File: src/rtl/i2s_timing_ctrl_if.sv
// Control/status bundle for the I2S timing generator.
// frame_count exists only when I2S_TIMING_CTRL_FRAME_CNT_EN is defined.
interface i2s_timing_ctrl_if;
   logic        start;
   logic        stop;
   logic        bclk;
   logic        lrclk;
   logic        enabled;
   logic        busy;
   logic        frame_strobe;
`ifdef I2S_TIMING_CTRL_FRAME_CNT_EN
   logic [15:0] frame_count;
`endif

   // master: the timing generator itself; slave: the sequencer that requests streaming
   modport master (
      input  start, stop,
      output bclk, lrclk, enabled, busy, frame_strobe
`ifdef I2S_TIMING_CTRL_FRAME_CNT_EN
      , output frame_count
`endif
   );

   modport slave (
      output start, stop,
      input  bclk, lrclk, enabled, busy, frame_strobe
`ifdef I2S_TIMING_CTRL_FRAME_CNT_EN
      , input frame_count
`endif
   );
endinterface

File: src/rtl/i2s_timing_ctrl.sv
// I2S bclk/lrclk generator with arm/run/drain sequencing of the serdes enable.
// Optional frame counter enabled by macro I2S_TIMING_CTRL_FRAME_CNT_EN.
//
// state | meaning
// IDLE  | clocks parked low, accumulator and counters cleared
// ARM   | clocks running, waiting ARM_FRAMES frame strobes before enabling serdes
// RUN   | clocks running, serdes enabled
// DRAIN | clocks running until the next frame strobe, then back to IDLE
module i2s_timing_ctrl #(
   parameter int ACC_WIDTH        = 24,
   parameter int BCLK_INC         = 2061584,
   parameter int HALF_FRAME_BCLKS = 32,
   parameter int ARM_FRAMES       = 1
) (
   input logic              clk,
   input logic              reset_n,
   i2s_timing_ctrl_if.master bus
);

   localparam int HC_W = (HALF_FRAME_BCLKS > 1) ? $clog2(HALF_FRAME_BCLKS) : 1;
   localparam int AC_W = (ARM_FRAMES > 1) ? $clog2(ARM_FRAMES) : 1;
   localparam logic [ACC_WIDTH:0] INC_EXT  = (ACC_WIDTH+1)'(BCLK_INC);
   localparam logic [HC_W-1:0]    HC_LAST  = HC_W'(HALF_FRAME_BCLKS - 1);
   localparam logic [AC_W-1:0]    ARM_LAST = AC_W'(ARM_FRAMES - 1);

   typedef enum logic [1:0] {IDLE, ARM, RUN, DRAIN} state_t;

   state_t               state;
   logic [ACC_WIDTH-1:0] acc, acc_nx;
   logic [HC_W-1:0]      half_cnt, half_nx;
   logic [AC_W-1:0]      arm_cnt;
   logic                 bclk_q, lrclk_q, enabled_q, strobe_q;
   logic                 bclk_nx, lrclk_nx;
   logic [ACC_WIDTH:0]   sum;
   logic                 tick, bclk_fall, strobe_evt;

   // Carry out of the accumulator is the bclk toggle request; the residue stays in acc.
   always_comb begin
      sum        = {1'b0, acc} + INC_EXT;
      tick       = sum[ACC_WIDTH];
      acc_nx     = sum[ACC_WIDTH-1:0];
      bclk_nx    = bclk_q ^ tick;
      bclk_fall  = tick && bclk_q;
      half_nx    = half_cnt;
      lrclk_nx   = lrclk_q;
      strobe_evt = 1'b0;
      if (bclk_fall) begin
         if (half_cnt == HC_LAST) begin
            half_nx    = '0;
            lrclk_nx   = ~lrclk_q;
            strobe_evt = lrclk_q;
         end else begin
            half_nx = half_cnt + HC_W'(1);
         end
      end
   end

   always_ff @(posedge clk or negedge reset_n) begin
      if (!reset_n) begin
         state     <= IDLE;
         acc       <= '0;
         half_cnt  <= '0;
         arm_cnt   <= '0;
         bclk_q    <= 1'b0;
         lrclk_q   <= 1'b0;
         enabled_q <= 1'b0;
         strobe_q  <= 1'b0;
      end else begin
         case (state)
            IDLE: begin
               if (bus.start && !bus.stop) begin
                  state   <= ARM;
                  arm_cnt <= '0;
               end
            end
            ARM: begin
               if (bus.stop) begin
                  state    <= IDLE;
                  acc      <= '0;
                  half_cnt <= '0;
                  arm_cnt  <= '0;
                  bclk_q   <= 1'b0;
                  lrclk_q  <= 1'b0;
                  strobe_q <= 1'b0;
               end else begin
                  acc      <= acc_nx;
                  half_cnt <= half_nx;
                  bclk_q   <= bclk_nx;
                  lrclk_q  <= lrclk_nx;
                  strobe_q <= strobe_evt;
                  if (strobe_evt) begin
                     if (arm_cnt == ARM_LAST) begin
                        state     <= RUN;
                        enabled_q <= 1'b1;
                     end else begin
                        arm_cnt <= arm_cnt + AC_W'(1);
                     end
                  end
               end
            end
            RUN: begin
               acc      <= acc_nx;
               half_cnt <= half_nx;
               bclk_q   <= bclk_nx;
               lrclk_q  <= lrclk_nx;
               strobe_q <= strobe_evt;
               if (bus.stop) state <= DRAIN;
            end
            DRAIN: begin
               // enabled drops with the closing strobe; park everything one cycle later
               if (strobe_q && !enabled_q) begin
                  state    <= IDLE;
                  acc      <= '0;
                  half_cnt <= '0;
                  arm_cnt  <= '0;
                  bclk_q   <= 1'b0;
                  lrclk_q  <= 1'b0;
                  strobe_q <= 1'b0;
               end else begin
                  acc      <= acc_nx;
                  half_cnt <= half_nx;
                  bclk_q   <= bclk_nx;
                  lrclk_q  <= lrclk_nx;
                  strobe_q <= strobe_evt;
                  if (strobe_evt) enabled_q <= 1'b0;
               end
            end
            default: state <= IDLE;
         endcase
      end
   end

`ifdef I2S_TIMING_CTRL_FRAME_CNT_EN
   logic [15:0] frame_cnt;

   always_ff @(posedge clk or negedge reset_n) begin
      if (!reset_n) begin
         frame_cnt <= '0;
      end else if (state == IDLE && bus.start && !bus.stop) begin
         frame_cnt <= '0;
      end else if (strobe_q && enabled_q) begin
         frame_cnt <= frame_cnt + 16'd1;
      end
   end

   assign bus.frame_count = frame_cnt;
`endif

   assign bus.bclk         = bclk_q;
   assign bus.lrclk        = lrclk_q;
   assign bus.enabled      = enabled_q;
   assign bus.busy         = (state != IDLE);
   assign bus.frame_strobe = strobe_q;

endmodule

File: src/flat_wrapper.sv
// flat-port wrapper written by rule: the top's interface ports become plain ports
module i2s_timing_ctrl_flat 
#(
   parameter int ACC_WIDTH        = 24,
   parameter int BCLK_INC         = 2061584,
   parameter int HALF_FRAME_BCLKS = 32,
   parameter int ARM_FRAMES       = 1
)
  (clk, reset_n, bus_start, bus_stop, bus_bclk, bus_lrclk, bus_enabled, bus_busy, bus_frame_strobe);
  i2s_timing_ctrl_if bus_i ();
  input logic clk;
  input logic reset_n;
  input wire logic [$bits(bus_i.start)-1:0] bus_start;
  input wire logic [$bits(bus_i.stop)-1:0] bus_stop;
  output wire logic [$bits(bus_i.bclk)-1:0] bus_bclk;
  output wire logic [$bits(bus_i.lrclk)-1:0] bus_lrclk;
  output wire logic [$bits(bus_i.enabled)-1:0] bus_enabled;
  output wire logic [$bits(bus_i.busy)-1:0] bus_busy;
  output wire logic [$bits(bus_i.frame_strobe)-1:0] bus_frame_strobe;
  assign bus_i.start = bus_start;
  assign bus_i.stop = bus_stop;
  assign bus_bclk = bus_i.bclk;
  assign bus_lrclk = bus_i.lrclk;
  assign bus_enabled = bus_i.enabled;
  assign bus_busy = bus_i.busy;
  assign bus_frame_strobe = bus_i.frame_strobe;
  i2s_timing_ctrl #(.ACC_WIDTH(ACC_WIDTH), .BCLK_INC(BCLK_INC), .HALF_FRAME_BCLKS(HALF_FRAME_BCLKS), .ARM_FRAMES(ARM_FRAMES)) u_core (.clk(clk), .reset_n(reset_n), .bus(bus_i));
endmodule
File: config.mk
export PLATFORM = sky130hd
export DESIGN_NAME = i2s_timing_ctrl_flat
export DESIGN_NICKNAME = d
export VERILOG_FILES = /design/src/rtl/i2s_timing_ctrl_if.sv /design/src/rtl/i2s_timing_ctrl.sv /design/src/flat_wrapper.sv
export SDC_FILE = /design/constraint.sdc
export NUM_CORES = 1
export LEC_CHECK = 0
export ABC_AREA = 1
export CAP_MARGIN = 5
export CORE_ASPECT_RATIO = 0.7
export CORE_MARGIN = 2
export CORE_UTILIZATION = 35
export DETAILED_ROUTE_END_ITERATION = 16
export GPL_ROUTABILITY_DRIVEN = 0
export PLACE_DENSITY = 0.58
export SYNTH_ARGS = -nofsm -noshare
export SYNTH_HDL_FRONTEND = slang
export SYNTH_SLANG_ARGS = --single-unit
export TNS_END_PERCENT = 20
File: constraint.sdc
create_clock -name clk -period 2.1 [get_ports clk]
set_clock_uncertainty 0.05 [all_clocks]
set_input_delay 0.42 -clock clk [delete_from_list [all_inputs] [get_ports clk]]
set_output_delay 0.42 -clock clk [all_outputs]
set_load 0.02 [all_outputs]
==> results of run 1 <==
flip-flops by register name, summed over array words and instances, names as in the netlist, named ones only:
signal                   flops
u_core.bus.bclk              1
u_core.half_cnt              5
u_core.acc                  20
u_core.bus.frame_strobe      1
u_core.state                 1
u_core.bus.lrclk             1
u_core.bus.enabled           1
routing by layer:
metal  part of all wire [%]  vias up  global-route usage, %  wire length [um]
met5                      0        -                      0                 0
met4                   0.66        0                   3.41                30
met3                    4.8        2                   4.88               218
met2                     41       31                   22.4              1860
met1                     54      772                   24.7              2450
li1                       -      902                      -                 -
through the flow:
| step | power [W] | setup slack (ns) | TNS [ns] | instances |
|---|---|---|---|---|
| floorplan | 0.00193 | 0.0336 | 0 | 259 |
| global route | 0.00324 | -0.00869 | -0.00869 | 359 |
| detailed placement | 0.00235 | 0.00285 | 0 | 349 |
| finish | 0.00297 | 0.126 | 0 | 359 |
| global placement | 0.00234 | 0.0989 | 0 | 349 |
| CTS | 0.00290 | 0.0124 | 0 | 357 |
where the power goes:
group	switching [W]	internal, W
sequential	0.000161	0.000782
clock	0.000227	0.000299
combinational	0.000946	0.000558
area by class of cell:
class | count | area share [%]
Timing Repair Buffer | 25 | 9.09
Sequential cell | 31 | 34.0
Inverter | 26 | 4.38
Multi-Input combinational cell | 197 | 44.2
Clock buffer | 8 | 4.38
Tap cell | 72 | 3.94
Yosys cell counts (all sizes together):
| cell | instances | area [sq um] |
|---|---|---|
| nand2 | 62 | 235 |
| nor2 | 49 | 199 |
| dfrtp | 31 | 776 |
| inv | 26 | 100 |
| nand3 | 22 | 110 |
| a21oi | 17 | 85.1 |
| o21ai | 14 | 81.3 |
| nor3 | 12 | 65.1 |
| ha | 5 | 62.6 |
| buf | 4 | 28.8 |
| nand4 | 3 | 18.8 |
| a22o | 2 | 17.5 |
| a31oi | 2 | 12.5 |
| o22ai | 2 | 12.5 |
| a22oi | 1 | 7.51 |
| and2 | 1 | 7.51 |
| clkbuf | 1 | 3.75 |
| nand3b | 1 | 7.51 |
| nor3b | 1 | 7.51 |
| o2111ai | 1 | 8.76 |
| o211ai | 1 | 7.51 |
| xor2 | 1 | 8.76 |
worst max-delay path: stages (launching register included):
cell	delay (ns)
dfrtp_1	0.50
nor2_4	0.07
inv_2	0.06
clkdlybuf4s50_1	0.60
final timing paths:
path,startpoint,to,slack (ns),depth (start not counted)
min in group asynchronous,reset_n,u_core.bus.enabled,0.49,2
worst min-delay path,u_core.acc[17],u_core.acc[17],0.48,2
worst max register to register,u_core.acc[4],flop,0.14,11
max in group asynchronous,reset_n,u_core.acc[20],1.19,2
worst min register to register,u_core.acc[17],u_core.acc[17],0.48,2
worst max-delay path,flop,bus_busy,0.13,3
cell families after synthesis:
kind of cell | synth area share, %
buffers and inverters | 7.12
DFF | 41.6
xor gates and xnor gates | 0.470
and+or+nand+nor | 34.9
AOI/OAI and AO/OA | 12.5
adders and majority gates | 3.36
what timing repair did:
action / in CTS / in global routing
setup endpoints to repair: 1 / 7
buffers inserted: 0 / 2
pin swaps: 0 / 5
gates resized for setup: 1 / 15
==> summary.md, run 1 <==
| Metric | Value |
|---|---|
| Critical Path End Type | `primary output` |
| Mapped Nets | `268` |
| Multi-input gate area | `1010 sq um` |
| Max Slew Vio Count | `0` |
| Critical Path AT | `approximately 1.5 ns` |
| Minimum clock period | `slightly below 2 ns` |
| Slew HR | `~71%` |
| Htree depth | `2` |
| Finish-stage setup viols | `0` |
| Clock Pin Slew Worst Setup and Hold Paths | `around 0.07 ns` |
| Grt total ovfl | `0` |
| Synthesis Warnings | `0` |
| Number of placed I/O pins | `9` |
| CTS Hold Bufs | `0` |
| P_leak | `roughly 1.1 nW` |
| Global-route wire length before repair | `between 7000 and 8000 um` |
| Die extent in y | `between 60 and 70 um` |
| FILL cells | `543` |
| Post-detail-place hpwl | `about 3200 um` |
| Max clock buf depth | `2` |
| Ant diodes | `0` |
| Post-Synthesis Cells | `about 260` |
| Hold Path Class | `flop to flop` |
| Fin util | `between 40% and 50%` |
| Max-Cap Viols | `0` |
| Via count | `between 1500 and 2000` |
| Drt pass-1 iters | `5` |
| Via/cell ratio | `around 4.8` |
| Nets | `295` |
| Commonest cells after routing, fill and taps aside | `nand2_1 (59), nor2_1 (43), dfrtp_1 (31)` |
| Largest net degree at the start of global routing | `32` |
| Type of origin of the critical path | `flop` |
| Fin crit share | `a little over nine tenths` |
| Most common cell after layout, fill and taps aside | `nand2_1` |
| Fmax | `507 MHz` |
| Initial Util | `between 30 and 40%` |
| CP required | `between 1.5 and 2 ns` |
| Area grow syn2layout | `22.6%` |
| Cell variety after synth | `31` |
| WL/cell | `12.7 um` |
| Outcome | `complete, no violations` |
| Placement-stage cell area | `2110 sq um` |
| Critical path type | `flop to primary output` |
| Endpoints failing hold | `0` |
| IO buf count | `8` |
| DIE WIDTH | `~91 um` |
| Slew of the pin with the lowest slew margin | `between 0.4 and 0.5 ns` |
| Worst-path maximum fanout | `7` |
| TritonCTS Buffers | `5` |
| Core area | `5170 sq um` |
| TritonCTS clock tree | `built` |
| Clock sink total | `31` |
| Drt drc | `0` |
| Pwr Density | `about 1300 nW/um^2` |
| Design area | `about 2300 sq um` |
| Overall Global Routing Usage | `roughly 16%` |
| FF/Latch Area | `a little under 800 sq um` |
| Number of synthesized register bits | `31` |
| VDD IR max | `approximately 0.00035 V` |
| Rows | `22` |
| Post-Route WL | `about 4600 um` |
| Initial antenna violation count | `0` |
| Root Buffer | `clkbuf_8` |
| DRT iter0 DRCs | `151` |
| Sequential area share after synthesis | `approximately two fifths` |
| Mean Syn Cell Area | `7.19 sq um` |
| Die area | `about 6000 sq um` |
| Number of global-route vias before repair | `about 1500` |
| DRT antenna net count | `0` |
| Layout cells sized above 1 | `between 10% and 20%` |
| Clock latency on the worst-skew pair | `around 0.28 ns` |
| Worst hold slack | `between 0.4 and 0.5 ns` |
| Mapped Area | `about 1900 sq um` |
(Power assumes the default switching activity.)
==> run 2, diff against run 1 <==
--- a/config.mk
+++ b/config.mk
@@ -13,6 +13,7 @@
 export DETAILED_ROUTE_END_ITERATION = 16
 export GPL_ROUTABILITY_DRIVEN = 0
 export PLACE_DENSITY = 0.58
+export REMOVE_ABC_BUFFERS = 1
 export SYNTH_ARGS = -nofsm -noshare
 export SYNTH_HDL_FRONTEND = slang
 export SYNTH_SLANG_ARGS = --single-unit
==> summary.md, run 2 (same netlist as run 1, synthesis figures left out) <==
| Metric | Value |
|---|---|
| Fin crit share | `94.0% (about the same)` |
| Grt total ovfl | `0 (unchanged)` |
| Core area | `5170 sq um (unchanged)` |
| Ant diodes | `0 (unchanged)` |
| CTS Hold Bufs | `0 (unchanged)` |
| Initial antenna violation count | `0 (unchanged)` |
| P_sw | `0.00133 W (about the same)` |
| Max Slew Vio Count | `0 (unchanged)` |
| Die area | `5930 sq um (unchanged)` |
| R2R Setup Slk | `0.13 ns (was 0.14 ns)` |
| Layout cells sized above 1 | `17.1% (was 16.4%)` |
| Worst Slack Setup Final | `0.127 ns (was 0.126 ns)` |
| Outcome | `complete, no violations (unchanged)` |
| Number of global-route vias before repair | `1530 (was 1494)` |
| WL/cell | `12.0 um (was 12.7 um)` |
| Crit. path cell count | `12 (was 3)` |
| TNS Setup | `0 ns (unchanged)` |
| DIE WIDTH | `91.2 um (unchanged)` |
| Fmax | `507 MHz (about the same)` |
| VDD IR max | `0.000529 V (was 0.000352 V)` |
| Critical path type | `flop to flop (was flop to primary output)` |
| Commonest cells after routing, fill and taps aside | `nand2_1 (59), nor2_1 (42), dfrtp_1 (31) (was nand2_1 (59), nor2_1 (43), dfrtp_1 (31))` |
| Minimum clock period | `1.97 ns (about the same)` |
| TritonCTS clock tree | `built (unchanged)` |
| Type of origin of the critical path | `flop (unchanged)` |
| Crit-path most repeated cell | `nand2_1` |
| Area grow syn2layout | `21.5% (was 22.6%)` |
| IO buf count | `8 (unchanged)` |
| Sequential share of power | `32.8% (was 31.7%)` |
| FF/Latch Area | `776 sq um (unchanged)` |
| Global-route wire length before repair | `7110 um (was 7400 um)` |
| Fin util | `43.7% (was 44.1%)` |
| Largest net degree at the start of global routing | `32 (unchanged)` |
| Drt pass-1 iters | `4 (was 5)` |
| DRT iter0 DRCs | `82 (was 151)` |
| Wire length on met2 | `1770 um (was 1860 um)` |
| Overall Global Routing Usage | `15.3% (was 16.2%)` |
| Max clock buf depth | `2 (unchanged)` |
| TritonCTS Buffers | `5 (unchanged)` |
| Clock Pin Slew Worst Setup and Hold Paths | `0.08 ns (was 0.07 ns)` |
| Hold Path Class | `primary input to asynchronous set/reset pin (was flop to flop)` |
| Clock sink total | `31 (unchanged)` |
| Critical Path AT | `2.12 ns (was 1.50 ns)` |
| Post-detail-place hpwl | `3020 um (was 3190 um)` |
| Met3 WL | `163 um (was 218 um)` |
| Worst Reg-to-Reg Cells | `12 (was 11)` |
| Combinational Power Share | `51.1% (was 50.6%)` |
| Delay-heaviest family, CP | `simple AND/OR/NAND/NOR gates (was buffers and inverters)` |
| Root Buffer | `clkbuf_8 (unchanged)` |
| Critical Path, Cell by Cell | `inv_2 > nand2_1 > nor2_2 > nand2_1 > and2_4 > a31oi_2 > ha_2 > buf_4 > nand2_1 > o21ai_1 > nand3_1 > o22ai_1 (was nor2_4 > inv_2 > clkdlybuf4s50_1)` |
| Endpoints failing hold | `0 (unchanged)` |
| Final Total Pwr | `0.00291 W (was 0.00297 W)` |
| Crit path to | `u_core.half_cnt[3] (was bus_busy)` |
| Die extent in y | `65.0 um (unchanged)` |
| Most common cell after layout, fill and taps aside | `nand2_1 (unchanged)` |
| FILL cells | `558 (was 543)` |
| Worst path max stage delay | `0.40 ns (was 0.60 ns)` |
| Max-Cap Viols | `0 (unchanged)` |
| DRT antenna net count | `0 (unchanged)` |
| Biggest register | `u_core.acc (unchanged)` |
| Htree depth | `2 (unchanged)` |
| Crit path max-delay cell type | `dfrtp_1 (was clkdlybuf4s50_1)` |
| Clock power share | `16.1% (was 17.7%)` |
| Multi-input gate area | `1010 sq um (about the same)` |
| Clock latency on the worst-skew pair | `0.28 ns (about the same)` |
| CP Buf/Inv Count | `2 (unchanged)` |
| Top layer used by detailed routing | `met4 (unchanged)` |
| Placement-stage cell area | `2080 sq um (was 2110 sq um)` |
| Pwr Density | `1290 nW/um^2 (was 1300 nW/um^2)` |
| Slew HR | `73.2% (was 71.2%)` |
| Switching fraction of total power | `45.6% (was 44.9%)` |
| Finish-stage setup viols | `0 (unchanged)` |
| Design area | `2260 sq um (was 2280 sq um)` |
| Via count | `1719 (was 1707)` |
| Nets | `294 (was 295)` |
| Wl on met1 | `2320 um (was 2450 um)` |
| Cell internal pwr | `0.00158 W (was 0.00164 W)` |
| CP Launch Point | `u_core.acc[14]` |
| Max FFs per register | `20 (unchanged)` |
| Drt drc | `0 (unchanged)` |
| CP required | `2.25 ns (was 1.63 ns)` |
| Number of placed I/O pins | `9 (unchanged)` |
| Regs by FF count | `u_core.acc x20, u_core.half_cnt x5 (unchanged)` |
| Post-Route WL | `4290 um (was 4560 um)` |
| Worst-path maximum fanout | `7 (unchanged)` |
| Initial Util | `36.0% (unchanged)` |
| Worst slack at placement | `0.0433 ns (was 0.00285 ns)` |
| Via/cell ratio | `4.80 (was 4.75)` |
| P_leak | `1.07 nW (was 1.09 nW)` |
| Rows | `22 (unchanged)` |
| Slew of the pin with the lowest slew margin | `0.402 ns (was 0.432 ns)` |
| FF-to-FF Start | `u_core.acc[14] (was u_core.acc[4])` |
| Reg2reg end | `u_core.half_cnt[3]` |
| Critical Path End Type | `flop (was primary output)` |
## run 2: cell count changes in the layout (fill, tap and decap cells not counted), sizes merged
cell / delta
clkbuf: -2
clkinv: +1
buf: -1
clkinvlp: +1
## run 2: power by group through the flow
stage	combinational [W]	sequential, W	clock [W]
finish	0.00149	0.000955	0.000469
global route	0.00170	0.000978	0.000510
CTS	0.00137	0.000946	0.000482
detailed placement	0.00136	0.000954	0
global placement	0.00134	0.000952	0
floorplan	0.000965	0.000923	0
## run 2: what timing repair did
item | in CTS | in global routing
gates resized for setup | 0 | 20
setup buffers | 0 | 5
endpoints found under the setup margin | 0 | 9
## run 2: layout make-up
class | instances | area share, %
flip-flops and latches | 31 | 34.3
clock buffers | 6 | 3.21
multi-input cells | 197 | 44.7
inverters | 26 | 4.42
clock inverters | 2 | 0.553
well taps | 72 | 3.98
repair buffers | 24 | 8.84
## run 2: worst min path at each step
stage / start / to / depth (start not counted)
global route: u_core.acc[22] / u_core.acc[22] / 2
global placement: u_core.acc[17] / u_core.acc[17] / 2
finish: reset_n / u_core.acc[23] / 2
detailed placement: u_core.acc[22] / u_core.acc[22] / 2
CTS: u_core.acc[22] / u_core.acc[22] / 2
floorplan: reset_n / asynchronous set/reset pin / 0
## run 2: metrics by stage
| step | cells | hold WS (ns) |
|---|---|---|
| floorplan | 254 | 0.0744 |
| global placement | 345 | 0.466 |
| detailed placement | 345 | 0.463 |
| CTS | 353 | 0.480 |
| global route | 358 | 0.490 |
| finish | 358 | 0.474 |
## run 2: layer usage
metal  global-route usage [%]  up-vias
met4                     4.55        0
met2                     21.9       16
met3                     3.84        4
met5                        0        -
met1                     22.7      791
li1                         -      908
==> run 3, diff against run 2 <==
--- a/config.mk
+++ b/config.mk
@@ -12,6 +12,7 @@
 export CORE_UTILIZATION = 35
 export DETAILED_ROUTE_END_ITERATION = 16
 export GPL_ROUTABILITY_DRIVEN = 0
+export GPL_TIMING_DRIVEN = 0
 export PLACE_DENSITY = 0.58
 export REMOVE_ABC_BUFFERS = 1
 export SYNTH_ARGS = -nofsm -noshare
==> summary.md, run 3 (same netlist as run 1, synthesis figures left out) <==
| Metric | Value |
|---|---|
| Minimum clock period | `1.96 ns (was 1.97 ns)` |
| Multi-input gate area | `1060 sq um (was 1010 sq um)` |
| Root Buffer | `clkbuf_8 (unchanged)` |
| Slew of the pin with the lowest slew margin | `0.723 ns (was 0.402 ns)` |
| Die area | `5930 sq um (unchanged)` |
| Critical Path End Type | `flop (unchanged)` |
| Post-Route WL | `4380 um (was 4290 um)` |
| Die extent in y | `65.0 um (unchanged)` |
| Most common cell after layout, fill and taps aside | `nand2_1 (unchanged)` |
| Largest net degree at the start of global routing | `32 (unchanged)` |
| Pwr Density | `1290 nW/um^2 (about the same)` |
| Type of origin of the critical path | `flop (unchanged)` |
| Fmax | `510 MHz (was 507 MHz)` |
| Worst path max stage delay | `0.39 ns (was 0.40 ns)` |
| Worst-path maximum fanout | `5 (was 7)` |
| Critical path type | `flop to flop (unchanged)` |
| TritonCTS clock tree | `built (unchanged)` |
| CP required | `2.22 ns (was 2.25 ns)` |
| Post-detail-place hpwl | `2920 um (was 3020 um)` |
| Outcome | `complete, no violations (unchanged)` |
| Core area | `5170 sq um (unchanged)` |
| Clock sink total | `31 (unchanged)` |
| Overall Global Routing Usage | `16.2% (was 15.3%)` |
| P_leak | `1.07 nW (about the same)` |
| IO buf count | `8 (unchanged)` |
| Crit path max-delay cell type | `dfrtp_1 (unchanged)` |
| Worst slack at placement | `-0.236 ns (was 0.0433 ns)` |
| Critical Path AT | `2.08 ns (was 2.12 ns)` |
| Clock latency on the worst-skew pair | `0.29 ns (was 0.28 ns)` |
| Clock Pin Slew Worst Setup and Hold Paths | `0.07 ns (was 0.08 ns)` |
| CTS Hold Bufs | `0 (unchanged)` |
| Critical Path, Cell by Cell | `inv_2 > nand2_2 > o21ai_1 > and2_4 > a31oi_4 > ha_4 > buf_4 > nand2_1 > nor2_2 > a22oi_1 > nor2_1 (was inv_2 > nand2_1 > nor2_2 > nand2_1 > and2_4 > a31oi_2 > ha_2 > buf_4 > nand2_1 > o21ai_1 > nand3_1 > o22ai_1)` |
| TritonCTS Buffers | `5 (unchanged)` |
| Number of global-route vias before repair | `1500 (was 1530)` |
| Htree depth | `2 (unchanged)` |
| Worst hold slack | `0.125 ns (was 0.474 ns)` |
| Layout cells sized above 1 | `19.9% (was 17.1%)` |
| Via/cell ratio | `4.97 (was 4.80)` |
| Hold Path Class | `primary input to asynchronous set/reset pin (unchanged)` |
| Ant diodes | `0 (unchanged)` |
| Global-route wire length before repair | `7360 um (was 7110 um)` |
| Biggest register | `u_core.acc (unchanged)` |
| Wire length on met2 | `1750 um (was 1770 um)` |
| Worst Slack Setup Final | `0.141 ns (was 0.127 ns)` |
| Area grow syn2layout | `23.2% (was 21.5%)` |
| Drt drc | `0 (unchanged)` |
| VDD IR max | `0.000502 V (was 0.000529 V)` |
| Max FFs per register | `20 (unchanged)` |
| Rows | `22 (unchanged)` |
| DRT antenna net count | `0 (unchanged)` |
| Max Slew Vio Count | `0 (unchanged)` |
| Max clock buf depth | `2 (unchanged)` |
| Nets | `290 (was 294)` |
| Top layer used by detailed routing | `met4 (unchanged)` |
| WL/cell | `12.4 um (was 12.0 um)` |
| Endpoints failing hold | `0 (unchanged)` |
| FILL cells | `540 (was 558)` |
| Initial antenna violation count | `0 (unchanged)` |
| Commonest cells after routing, fill and taps aside | `nand2_1 (55), nor2_1 (41), dfrtp_1 (31) (was nand2_1 (59), nor2_1 (42), dfrtp_1 (31))` |
| Number of placed I/O pins | `9 (unchanged)` |
| Via count | `1759 (was 1719)` |
| DRT iter0 DRCs | `96 (was 82)` |
| Wl on met1 | `2320 um (about the same)` |
| FF/Latch Area | `776 sq um (unchanged)` |
| Drt pass-1 iters | `4 (unchanged)` |
| Final Total Pwr | `0.00297 W (was 0.00291 W)` |
| Fin crit share | `93.3% (was 94.0%)` |
| DIE WIDTH | `91.2 um (unchanged)` |
| Max-Cap Viols | `0 (unchanged)` |
| Grt total ovfl | `0 (unchanged)` |
| Finish-stage setup viols | `0 (unchanged)` |
| Initial Util | `36.0% (unchanged)` |
| Slew HR | `51.8% (was 73.2%)` |
| Regs by FF count | `u_core.acc x20, u_core.half_cnt x5 (unchanged)` |
| RSZ-0062 raised after global routing | `false` |
| Met3 WL | `240 um (was 163 um)` |
[run 3: cell types whose count changed in the layout (fill, tap and decap cells not counted), sizes merged]
cell,previous run,this run
clkdlybuf4s50,8,6
dlygate4sd2,0,1
clkinv,1,0
clkbuf,6,7
buf,16,13
[run 3: report_power, final]
| part | leakage, nW | internal, W | total [W] | switching (W) |
|---|---|---|---|---|
| clock | 0.0505 | 0.000298 | 0.000541 | 0.000243 |
| combinational | 0.620 | 0.000528 | 0.00146 | 0.000932 |
| sequential | 0.401 | 0.000782 | 0.000968 | 0.000187 |
| total | 1.07 | 0.00161 | 0.00297 | 0.00136 |
[run 3: path summary, 6_finish.rpt]
kind | from | end | slack (ns) | depth (start not counted)
max | u_core.acc[13] | u_core.half_cnt[1] | 0.14 | 11
min | reset_n | u_core.half_cnt[4] | 0.13 | 1
max reg2reg | u_core.acc[13] | u_core.half_cnt[1] | 0.14 | 11
min reg2reg | u_core.acc[22] | u_core.acc[22] | 0.49 | 2
max in group asynchronous | reset_n | u_core.acc[14] | 1.40 | 1
min in group clk | u_core.acc[22] | u_core.acc[22] | 0.49 | 2
[run 3: area by class of cell]
class                      instances  area share (%)
tap                               72            3.92
clock buffer                       7            4.20
timing repair buffer              20            7.14
sequential                        31            33.8
inverter                          26            4.47
multi-input combinational        197            46.2
clock inverter                     1           0.327
[run 3: worst max-delay path, delay by kind of cell, from the launching register on]
family | cells | cell delay (ns)
simple gates | 5 | 0.56
flops | 1 | 0.39
compound gates | 3 | 0.45
fa+ha+maj | 1 | 0.18
buf+inv | 2 | 0.22
[run 3: layer usage]
metal  global-route usage, %  vias up
met5                       0        -
met2                    21.4       50
li1                        -      901
met4                    6.82        0
met1                    24.6      799
met3                    4.19        9
[run 3: stage by stage]
step	cell area [sq um]	util, %	setup TNS [ns]	cells
after floorplan	1830	-	0	254
after global placement	2000	38.7	-4.10	334
after detailed placement	2000	38.6	-1.06	334
after CTS	2160	41.7	-0.00430	348
after global routing	2300	44.4	0	354
final	2300	44.4	0	354
[run 3: repair_timing]
action	4_1_cts	5_1_grt
pin swaps	3	9
gates resized for setup	8	27
setup buffers	6	6
cloned	0	0
endpoints found under the setup margin	10	9
